File: config.mk
export PLATFORM = sky130hd
export DESIGN_NAME = epoch_calendar_seq
export DESIGN_NICKNAME = d
export VERILOG_FILES = /design/src/rtl/cal_pkg.sv /design/src/rtl/seq_restoring_div.sv /design/src/rtl/epoch_calendar_seq.sv
export SDC_FILE = /design/constraint.sdc
export NUM_CORES = 1
export LEC_CHECK = 0
export BUFFER_PORTS_ARGS = -buffer_cell sky130_fd_sc_hd__buf_2
export CAP_MARGIN = 20
export CORE_MARGIN = 2
export CORE_UTILIZATION = 67
export DETAILED_ROUTE_END_ITERATION = 6
export PLACE_DENSITY = 0.91
export SETUP_SLACK_MARGIN = 0.5
export SYNTH_ARGS = -nofsm -noshare
export SYNTH_HDL_FRONTEND = slang
export SYNTH_SLANG_ARGS = --single-unit
File: constraint.sdc
create_clock -name clk -period 10.7 [get_ports clk]
set_clock_uncertainty 0.2 [all_clocks]
set_input_delay 0 -clock clk [delete_from_list [all_inputs] [get_ports clk]]
set_output_delay 0 -clock clk [all_outputs]
set_load 0.02 [all_outputs]
File: src/rtl/cal_pkg.sv
`default_nettype none
// ============================================================================
// Package     : cal_pkg
// Description : Calendar constants, FSM state type and base-year helper
//               shared by the epoch-to-calendar converter.
// Revision    : 1.0 - initial release
// ============================================================================
package cal_pkg;

    localparam int SEC_PER_DAY  = 86400;
    localparam int SEC_PER_HOUR = 3600;
    localparam int SEC_PER_MIN  = 60;

    // Non-leap month lengths; element 0 is January.
    localparam logic [11:0][4:0] MONTH_DAYS = {
        5'd31, 5'd30, 5'd31, 5'd30, 5'd31, 5'd31,
        5'd30, 5'd31, 5'd30, 5'd31, 5'd28, 5'd31
    };

    typedef enum logic [2:0] {
        ST_IDLE,
        ST_DIV,
        ST_YEAR,
        ST_MONTH,
        ST_DONE
    } state_t;

    typedef struct packed {
        logic [1:0] m4;
        logic [6:0] m100;
        logic [8:0] m400;
    } yr_mod_t;

    function automatic yr_mod_t base_mods(input int year);
        yr_mod_t mods;
        mods.m4   = 2'(year % 4);
        mods.m100 = 7'(year % 100);
        mods.m400 = 9'(year % 400);
        return mods;
    endfunction

endpackage
`default_nettype wire

File: src/rtl/seq_restoring_div.sv
`default_nettype none
// ============================================================================
// Module      : seq_restoring_div
// Description : Restoring divider by a constant, one quotient bit per cycle.
//               The first bit is resolved on the start edge itself, so done
//               is high in the cycle after DW edges counting the start edge.
// Revision    : 1.0 - initial release
// ============================================================================
module seq_restoring_div #(
    parameter int DW      = 32,
    parameter int DIVISOR = 86400
) (
    input  logic                         clk,
    input  logic                         rst_n,
    input  logic                         start,
    input  logic [DW-1:0]                dividend,
    output logic                         done,
    output logic [DW-1:0]                quotient,
    output logic [$clog2(DIVISOR)-1:0]   remainder
);

    localparam int c_rw = $clog2(DIVISOR);
    localparam int c_tw = c_rw + 1;
    localparam int c_cw = $clog2(DW);

    logic [DW-1:0]   r_q;
    logic [c_rw-1:0] r_rem;
    logic [c_cw-1:0] r_cnt;
    logic            r_run;
    logic            r_done;

    logic [DW-1:0]   w_src;
    logic [c_rw-1:0] w_rem_in;
    logic [c_rw:0]   w_trial;
    logic            w_ge;

    // Dividend bits shift out of the top while quotient bits shift in below.
    assign w_src    = start ? dividend : r_q;
    assign w_rem_in = start ? '0 : r_rem;
    assign w_trial  = {w_rem_in, w_src[DW-1]};
    assign w_ge     = (w_trial >= c_tw'(DIVISOR));

    always_ff @(posedge clk or negedge rst_n) begin
        if (!rst_n) begin
            r_q    <= '0;
            r_rem  <= '0;
            r_cnt  <= '0;
            r_run  <= 1'b0;
            r_done <= 1'b0;
        end else begin
            r_done <= 1'b0;
            if (start || r_run) begin
                r_q   <= {w_src[DW-2:0], w_ge};
                r_rem <= w_ge ? c_rw'(w_trial - c_tw'(DIVISOR)) : w_trial[c_rw-1:0];
            end
            if (start) begin
                r_cnt <= c_cw'(DW - 1);
                r_run <= 1'b1;
            end else if (r_run) begin
                r_cnt <= r_cnt - c_cw'(1);
                if (r_cnt == c_cw'(1)) begin
                    r_run  <= 1'b0;
                    r_done <= 1'b1;
                end
            end
        end
    end

    assign done      = r_done;
    assign quotient  = r_q;
    assign remainder = r_rem;

endmodule
`default_nettype wire

File: src/rtl/epoch_calendar_seq.sv
`default_nettype none
// ============================================================================
// Module      : epoch_calendar_seq
// Description : Sequential seconds-since-base-year to Gregorian date/time
//               converter with a start/busy/done handshake.
// Revision    : 1.0 - initial release
// ============================================================================
module epoch_calendar_seq
    import cal_pkg::*;
#(
    parameter int T_W       = 32,
    parameter int BASE_YEAR = 2020,
    parameter int YEAR_W    = 12
) (
    input  logic              clk,
    input  logic              rst_n,
    input  logic              start,
    input  logic [T_W-1:0]    t,
    output logic              busy,
    output logic              done,
    output logic [4:0]        hh,
    output logic [5:0]        mm,
    output logic [5:0]        ss,
    output logic [4:0]        DD,
    output logic [3:0]        MM,
    output logic [YEAR_W-1:0] YYYY
);

    localparam int      c_days_w   = T_W - 16;
    localparam int      c_ext_w    = (c_days_w > 9) ? c_days_w : 9;
    localparam int      c_sod_w    = $clog2(SEC_PER_DAY);
    localparam yr_mod_t c_base_mod = base_mods(BASE_YEAR);

    state_t r_state, w_state_nxt;

    logic [c_days_w-1:0] r_days;
    logic [c_sod_w-1:0]  r_sod;
    logic [YEAR_W-1:0]   r_year;
    logic [3:0]          r_month;
    logic [1:0]          r_m4;
    logic [6:0]          r_m100;
    logic [8:0]          r_m400;
    logic [4:0]          r_hh, r_dd;
    logic [5:0]          r_mm, r_ss;
    logic [3:0]          r_mo;
    logic [YEAR_W-1:0]   r_yyyy;

    logic                w_div_start, w_div_done;
    logic [T_W-1:0]      w_quo;
    logic [c_sod_w-1:0]  w_rem;
    logic                w_leap, w_year_ge, w_month_ge;
    logic [c_ext_w-1:0]  w_days_ext, w_ylen, w_mlen;
    logic [4:0]          w_hh;
    logic [5:0]          w_mm, w_ss;

    assign w_div_start = (r_state == ST_IDLE) && start;

    seq_restoring_div #(
        .DW      (T_W),
        .DIVISOR (SEC_PER_DAY)
    ) u_div (
        .clk       (clk),
        .rst_n     (rst_n),
        .start     (w_div_start),
        .dividend  (t),
        .done      (w_div_done),
        .quotient  (w_quo),
        .remainder (w_rem)
    );

    // Leap status tracked by wrapping counters instead of dividing the year.
    assign w_leap     = ((r_m4 == 2'd0) && (r_m100 != 7'd0)) || (r_m400 == 9'd0);
    assign w_days_ext = c_ext_w'(r_days);
    assign w_ylen     = w_leap ? c_ext_w'(366) : c_ext_w'(365);
    assign w_mlen     = c_ext_w'(((r_month == 4'd2) && w_leap) ? 5'd29
                                                               : MONTH_DAYS[r_month - 4'd1]);
    assign w_year_ge  = (w_days_ext >= w_ylen);
    assign w_month_ge = (w_days_ext >= w_mlen);

    assign w_hh = 5'(r_sod / c_sod_w'(SEC_PER_HOUR));
    assign w_mm = 6'((r_sod % c_sod_w'(SEC_PER_HOUR)) / c_sod_w'(SEC_PER_MIN));
    assign w_ss = 6'(r_sod % c_sod_w'(SEC_PER_MIN));

    always_ff @(posedge clk or negedge rst_n) begin
        if (!rst_n) r_state <= ST_IDLE;
        else        r_state <= w_state_nxt;
    end

    always_comb begin
        w_state_nxt = r_state;
        case (r_state)
            ST_IDLE:  if (start)       w_state_nxt = ST_DIV;
            ST_DIV:   if (w_div_done)  w_state_nxt = ST_YEAR;
            ST_YEAR:  if (!w_year_ge)  w_state_nxt = ST_MONTH;
            ST_MONTH: if (!w_month_ge) w_state_nxt = ST_DONE;
            ST_DONE:                   w_state_nxt = ST_IDLE;
            default:                   w_state_nxt = ST_IDLE;
        endcase
    end

    always_ff @(posedge clk or negedge rst_n) begin
        if (!rst_n) begin
            r_days  <= '0;
            r_sod   <= '0;
            r_year  <= '0;
            r_month <= '0;
            r_m4    <= '0;
            r_m100  <= '0;
            r_m400  <= '0;
            r_hh    <= '0;
            r_mm    <= '0;
            r_ss    <= '0;
            r_dd    <= '0;
            r_mo    <= '0;
            r_yyyy  <= '0;
        end else begin
            case (r_state)
                ST_IDLE: if (start) begin
                    r_year <= YEAR_W'(BASE_YEAR);
                    r_m4   <= c_base_mod.m4;
                    r_m100 <= c_base_mod.m100;
                    r_m400 <= c_base_mod.m400;
                end
                ST_DIV: if (w_div_done) begin
                    r_days <= c_days_w'(w_quo);
                    r_sod  <= w_rem;
                end
                ST_YEAR: begin
                    if (w_year_ge) begin
                        r_days <= c_days_w'(w_days_ext - w_ylen);
                        r_year <= r_year + YEAR_W'(1);
                        r_m4   <= r_m4 + 2'd1;
                        r_m100 <= (r_m100 == 7'd99)  ? 7'd0 : r_m100 + 7'd1;
                        r_m400 <= (r_m400 == 9'd399) ? 9'd0 : r_m400 + 9'd1;
                    end else begin
                        r_month <= 4'd1;
                    end
                end
                ST_MONTH: begin
                    if (w_month_ge) begin
                        r_days  <= c_days_w'(w_days_ext - w_mlen);
                        r_month <= r_month + 4'd1;
                    end else begin
                        r_yyyy <= r_year;
                        r_mo   <= r_month;
                        r_dd   <= 5'(r_days) + 5'd1;
                        r_hh   <= w_hh;
                        r_mm   <= w_mm;
                        r_ss   <= w_ss;
                    end
                end
                default: ;
            endcase
        end
    end

    assign busy = (r_state == ST_DIV) || (r_state == ST_YEAR) || (r_state == ST_MONTH);
    assign done = (r_state == ST_DONE);
    assign hh   = r_hh;
    assign mm   = r_mm;
    assign ss   = r_ss;
    assign DD   = r_dd;
    assign MM   = r_mo;
    assign YYYY = r_yyyy;

endmodule
`default_nettype wire

==> summary by stage <==
Outcome
The run finished, with violations left. The final reports fail on DRC.

Yosys
In the synthesized netlist, the number of instances is 1,425. The number of nets in the synthesized netlist is between 1k and 1.5k. The largest total area in the synthesized netlist belongs to sky130_fd_sc_hd__dfrtp_1. In this run, synthesis produced a sequential element count of roughly 160.

Counting distinct cell types in the post-synthesis netlist gives 100. Yosys attributes the largest share of cell area to sky130_fd_sc_hd__dfrtp_1, sky130_fd_sc_hd__nand2_1, sky130_fd_sc_hd__o21ai_0. The most used flip-flop cell after synthesis is sky130_fd_sc_hd__dfrtp_1. During synthesis, Yosys emitted a total of 0 warnings.

In this run, synthesis inferred 0 flip-flops with an integrated enable. Of all flip-flops after synthesis, the portion carrying an async set or reset was 1.000. The share of the Yosys chip area taken by registers is 0.3538. Averaged over all synthesized cells, the footprint is just over 8 um2. Summing every instance area after synthesis gives between 10,000 and 15,000 um2. Of the post-synthesis cell area, the dominant cell type holds 0.3538.

Clock network
Clock-pin slew was measured on the worst setup and hold paths at 0.07 ns. The clock sink count is about 160. Hold repair after CTS inserted 34 buffers. The cell sitting at the root of the clock tree is a sky130_fd_sc_hd__clkbuf_16. The number of gates resized after CTS was 0. Once the clock tree was built, the setup fixing pass inserted 0 buffers. The clock latency on the worst-skew pair is roughly 0.43 ns. The H-tree level count is 4. The number of clock buffers added by TritonCTS is 17. The longest clock path from root to sink contains 2 buffers.

TritonCTS built the clock tree.

GRT
The global route total overflow is 0. The global-route total usage across every layer is 0.3534. The number of antenna violations at the first check in global routing is 0. Entering global routing, the biggest net connects between 90 and 100 pins. The number of global-route vias before repair is 10.82k. The first global-routing pass estimated approximately 53,000 um of wire.

Floorplan
The initial cell density of the core is 0.6778. After floorplanning, the core was divided into 48 placement rows. The die height is about 140 um.

The I/O pin count is between 70 and 80. The core box area is approximately 17,000 um2. The floorplan step defined a die boundary enclosing approximately 18,000 um2. The die width is about 140 um.

Worst setup path
The worst-case register-to-register setup slack is 3.01 ns. The terminus of the critical flop-to-flop path is mm[0]. The launching element type of the critical path is a register.

STA classifies the critical path endpoint as a register. For the worst setup path, the data required time is 10.81 ns. The startpoint-to-endpoint class of the critical path is reg2reg. The origin of the critical flop-to-flop path is r_sod[11]. Data on the critical path arrives at its endpoint at between 7 and 8 ns. The number of cells on the worst reg-to-reg path is 22.

The largest fanout on the critical path is 19.

Route
The met2 wirelength from detailed routing is roughly 16,000 um. The routed design uses 2322 um of met3 wire. The first-pass detailed-route iteration total is 7. For this run, design rule violations remaining after detail routing come to 13. Once detail routing completed, the nets flagged for antenna violations numbered 0. The top routing layer in use is met4. The detailed-route via count is 11.44k. Summed over all layers, the routed wires come to 32,250 um.

The number of vias per cell is approximately 6.7. The detailed router finished its first iteration with between 1k and 1.5k violations. After detailed routing, the average wire length per cell comes to 18.80 um. The wire length on met1 is between 10,000 and 15,000 um.

Timing
Dividing the final minimum period by the clock period gives 0.7186. The final number of max-transition violations is 0. The setup TNS is 0 ns.

The number of endpoints with negative hold slack in the final report was 0. The transition time at the pin with the least slew margin is approximately 1.1 ns. The worst path needs 7.689 ns of the cycle, external delays included. Headroom to the max-slew limit came out at 0.2715. The achievable frequency is between 0.1 and 0.15 GHz.

Setup repair after global routing left no endpoint under its margin. The number of failing setup endpoints in the final timing report is 0. After layout, the worst setup slack is roughly 3 ns.

Finish
The number of antenna repair diodes is 0. The number of nets at the end of the flow is 1,534. The layout overhead on the synthesized area is 11.81%. In the layout the commonest cells are sky130_fd_sc_hd__nand2_1, sky130_fd_sc_hd__dfrtp_1, sky130_fd_sc_hd__o21ai_0, sky130_fd_sc_hd__nor2_1, sky130_fd_sc_hd__a21oi_1. In the final layout, the share of cells above drive strength 1 is 0.1133.

The library cell used most frequently in the layout, excluding fill and tap cells, is sky130_fd_sc_hd__nand2_1.

Hold path
In this run the worst hold path is classified as in2async.

Job
The max-capacitance violation count is 0.

Place
The global placement routability congestion is around 0.95. The total half-perimeter wirelength after legalization and detailed placement is between 20,000 and 25,000 um. The setup slack at placement is roughly 3.2 ns. Input and output buffers added on the ports amount to 74.
metal layers:
layer,GRT usage,up-vias
li1,-,5303
met1,0.4401,5421
met2,0.6033,595
met3,0.06210,118
met4,0.1557,0
met5,0,-
area by class of cell:
cell class	count	area, um2
Inverter	42	157.7
Timing Repair Buffer	116	804.5
Clock buffer	20	456.7
Multi-Input combinational cell	1138	7018
Clock inverter	11	147.6
Tap cell	225	281.5
Fill cell	1168	4145
Sequential cell	164	4105
kinds of logic (layout without fill, tap and decap cells):
logic type      Yosys count  count (layout)  synth area share
simple gates            552             552            0.2221
compound gates          451             451            0.2621
flops                   164             164            0.3538
buf+inv                 123             189           0.04217
mux                      63              63           0.05533
xor+xnor                 47              47           0.03742
fa+ha+maj                25              25           0.02718
sequential cells by signal, indices dropped and copies added, names as in the netlist, 6 cells and up:
name             flops
u_div.quotient      32
r_sod               17
u_div.remainder     17
r_days              16
YYYY                12
r_year              12
r_m400               9
r_m100               7
mm                   6
ss                   6
synthesized netlist by cell type (6+ instances only):
master	instances
sky130_fd_sc_hd__a21o_1	17
sky130_fd_sc_hd__dfrtp_1	164
sky130_fd_sc_hd__inv_1	39
sky130_fd_sc_hd__mux2i_1	54
sky130_fd_sc_hd__o31ai_1	11
sky130_fd_sc_hd__a211o_1	6
sky130_fd_sc_hd__xnor2_1	30
sky130_fd_sc_hd__ha_1	18
sky130_fd_sc_hd__clkbuf_1	57
sky130_fd_sc_hd__buf_2	10
sky130_fd_sc_hd__a21oi_1	74
sky130_fd_sc_hd__o211ai_1	20
sky130_fd_sc_hd__a31oi_1	17
sky130_fd_sc_hd__o21a_1	11
sky130_fd_sc_hd__a211oi_1	25
sky130_fd_sc_hd__nand3_1	46
sky130_fd_sc_hd__mux2_2	9
sky130_fd_sc_hd__nand2_1	232
sky130_fd_sc_hd__nor3_1	33
sky130_fd_sc_hd__xor2_1	14
sky130_fd_sc_hd__nor4_1	9
sky130_fd_sc_hd__and2_1	15
sky130_fd_sc_hd__or2_2	8
sky130_fd_sc_hd__and3_1	15
sky130_fd_sc_hd__nand2b_1	17
sky130_fd_sc_hd__a22oi_1	11
sky130_fd_sc_hd__nor2_1	119
sky130_fd_sc_hd__nand4_1	14
sky130_fd_sc_hd__o31a_1	7
sky130_fd_sc_hd__o311a_1	7
sky130_fd_sc_hd__nor2b_1	8
sky130_fd_sc_hd__or3_1	7
sky130_fd_sc_hd__buf_1	12
sky130_fd_sc_hd__o2111ai_1	7
sky130_fd_sc_hd__o22ai_1	8
sky130_fd_sc_hd__o21ai_0	147
critical path, cell delays in order, from the launching register on:
cell and delay [ns]:
sky130_fd_sc_hd__dfrtp_1 0.62, sky130_fd_sc_hd__or4_1 0.78, sky130_fd_sc_hd__o21ai_4 0.26, sky130_fd_sc_hd__nand2_2 0.13, sky130_fd_sc_hd__a2111oi_0 0.47, sky130_fd_sc_hd__o21a_1 0.20
sky130_fd_sc_hd__o211ai_1 0.20, sky130_fd_sc_hd__a221oi_1 0.47, sky130_fd_sc_hd__xnor2_1 0.31, sky130_fd_sc_hd__nand2_1 0.16, sky130_fd_sc_hd__o21ai_0 0.09, sky130_fd_sc_hd__a21oi_1 0.72
sky130_fd_sc_hd__a31oi_2 0.38, sky130_fd_sc_hd__a2111oi_0 0.72, sky130_fd_sc_hd__or3_1 0.35, sky130_fd_sc_hd__a21oi_1 0.11, sky130_fd_sc_hd__o2111a_1 0.31, sky130_fd_sc_hd__o21ai_1 0.12
sky130_fd_sc_hd__nand2_1 0.14, sky130_fd_sc_hd__nor3_1 0.35, sky130_fd_sc_hd__mux2i_1 0.27, sky130_fd_sc_hd__a21o_1 0.14, sky130_fd_sc_hd__o211ai_1 0.09
through the flow:
step / cell area, um2 / hold WS, ns / utilization / cells
3_3_place_gp: 11980 / -0.07816 / 0.7001 / 1649
2_1_floorplan: 11600 / -0.4956 / - / 1425
6_report: 12970 / 0.01008 / 0.7578 / 1716
3_5_place_dp: 11980 / -0.08013 / 0.7001 / 1649
5_1_grt: 12970 / 0.09107 / 0.7578 / 1716
4_1_cts: 12930 / 0.04088 / 0.7553 / 1714
worst max path at each step:
| stage | cells after the start | to | slack (ns) | start |
|---|---|---|---|---|
| 3_5_place_dp | 22 | mm[0] | 3.19 | r_sod[11] |
| 5_1_grt | 22 | mm[0] | 2.29 | r_sod[12] |
| 4_1_cts | 22 | mm[0] | 3.19 | r_sod[11] |
| 2_1_floorplan | 27 | mm[0] | 4.30 | r_sod[12] |
| 6_report | 22 | mm[0] | 3.01 | r_sod[11] |
| 3_3_place_gp | 22 | mm[0] | 3.38 | r_sod[11] |
Power is not shown: default switching activity piles up to over one toggle a cycle in this logic, so the estimate is an artifact.
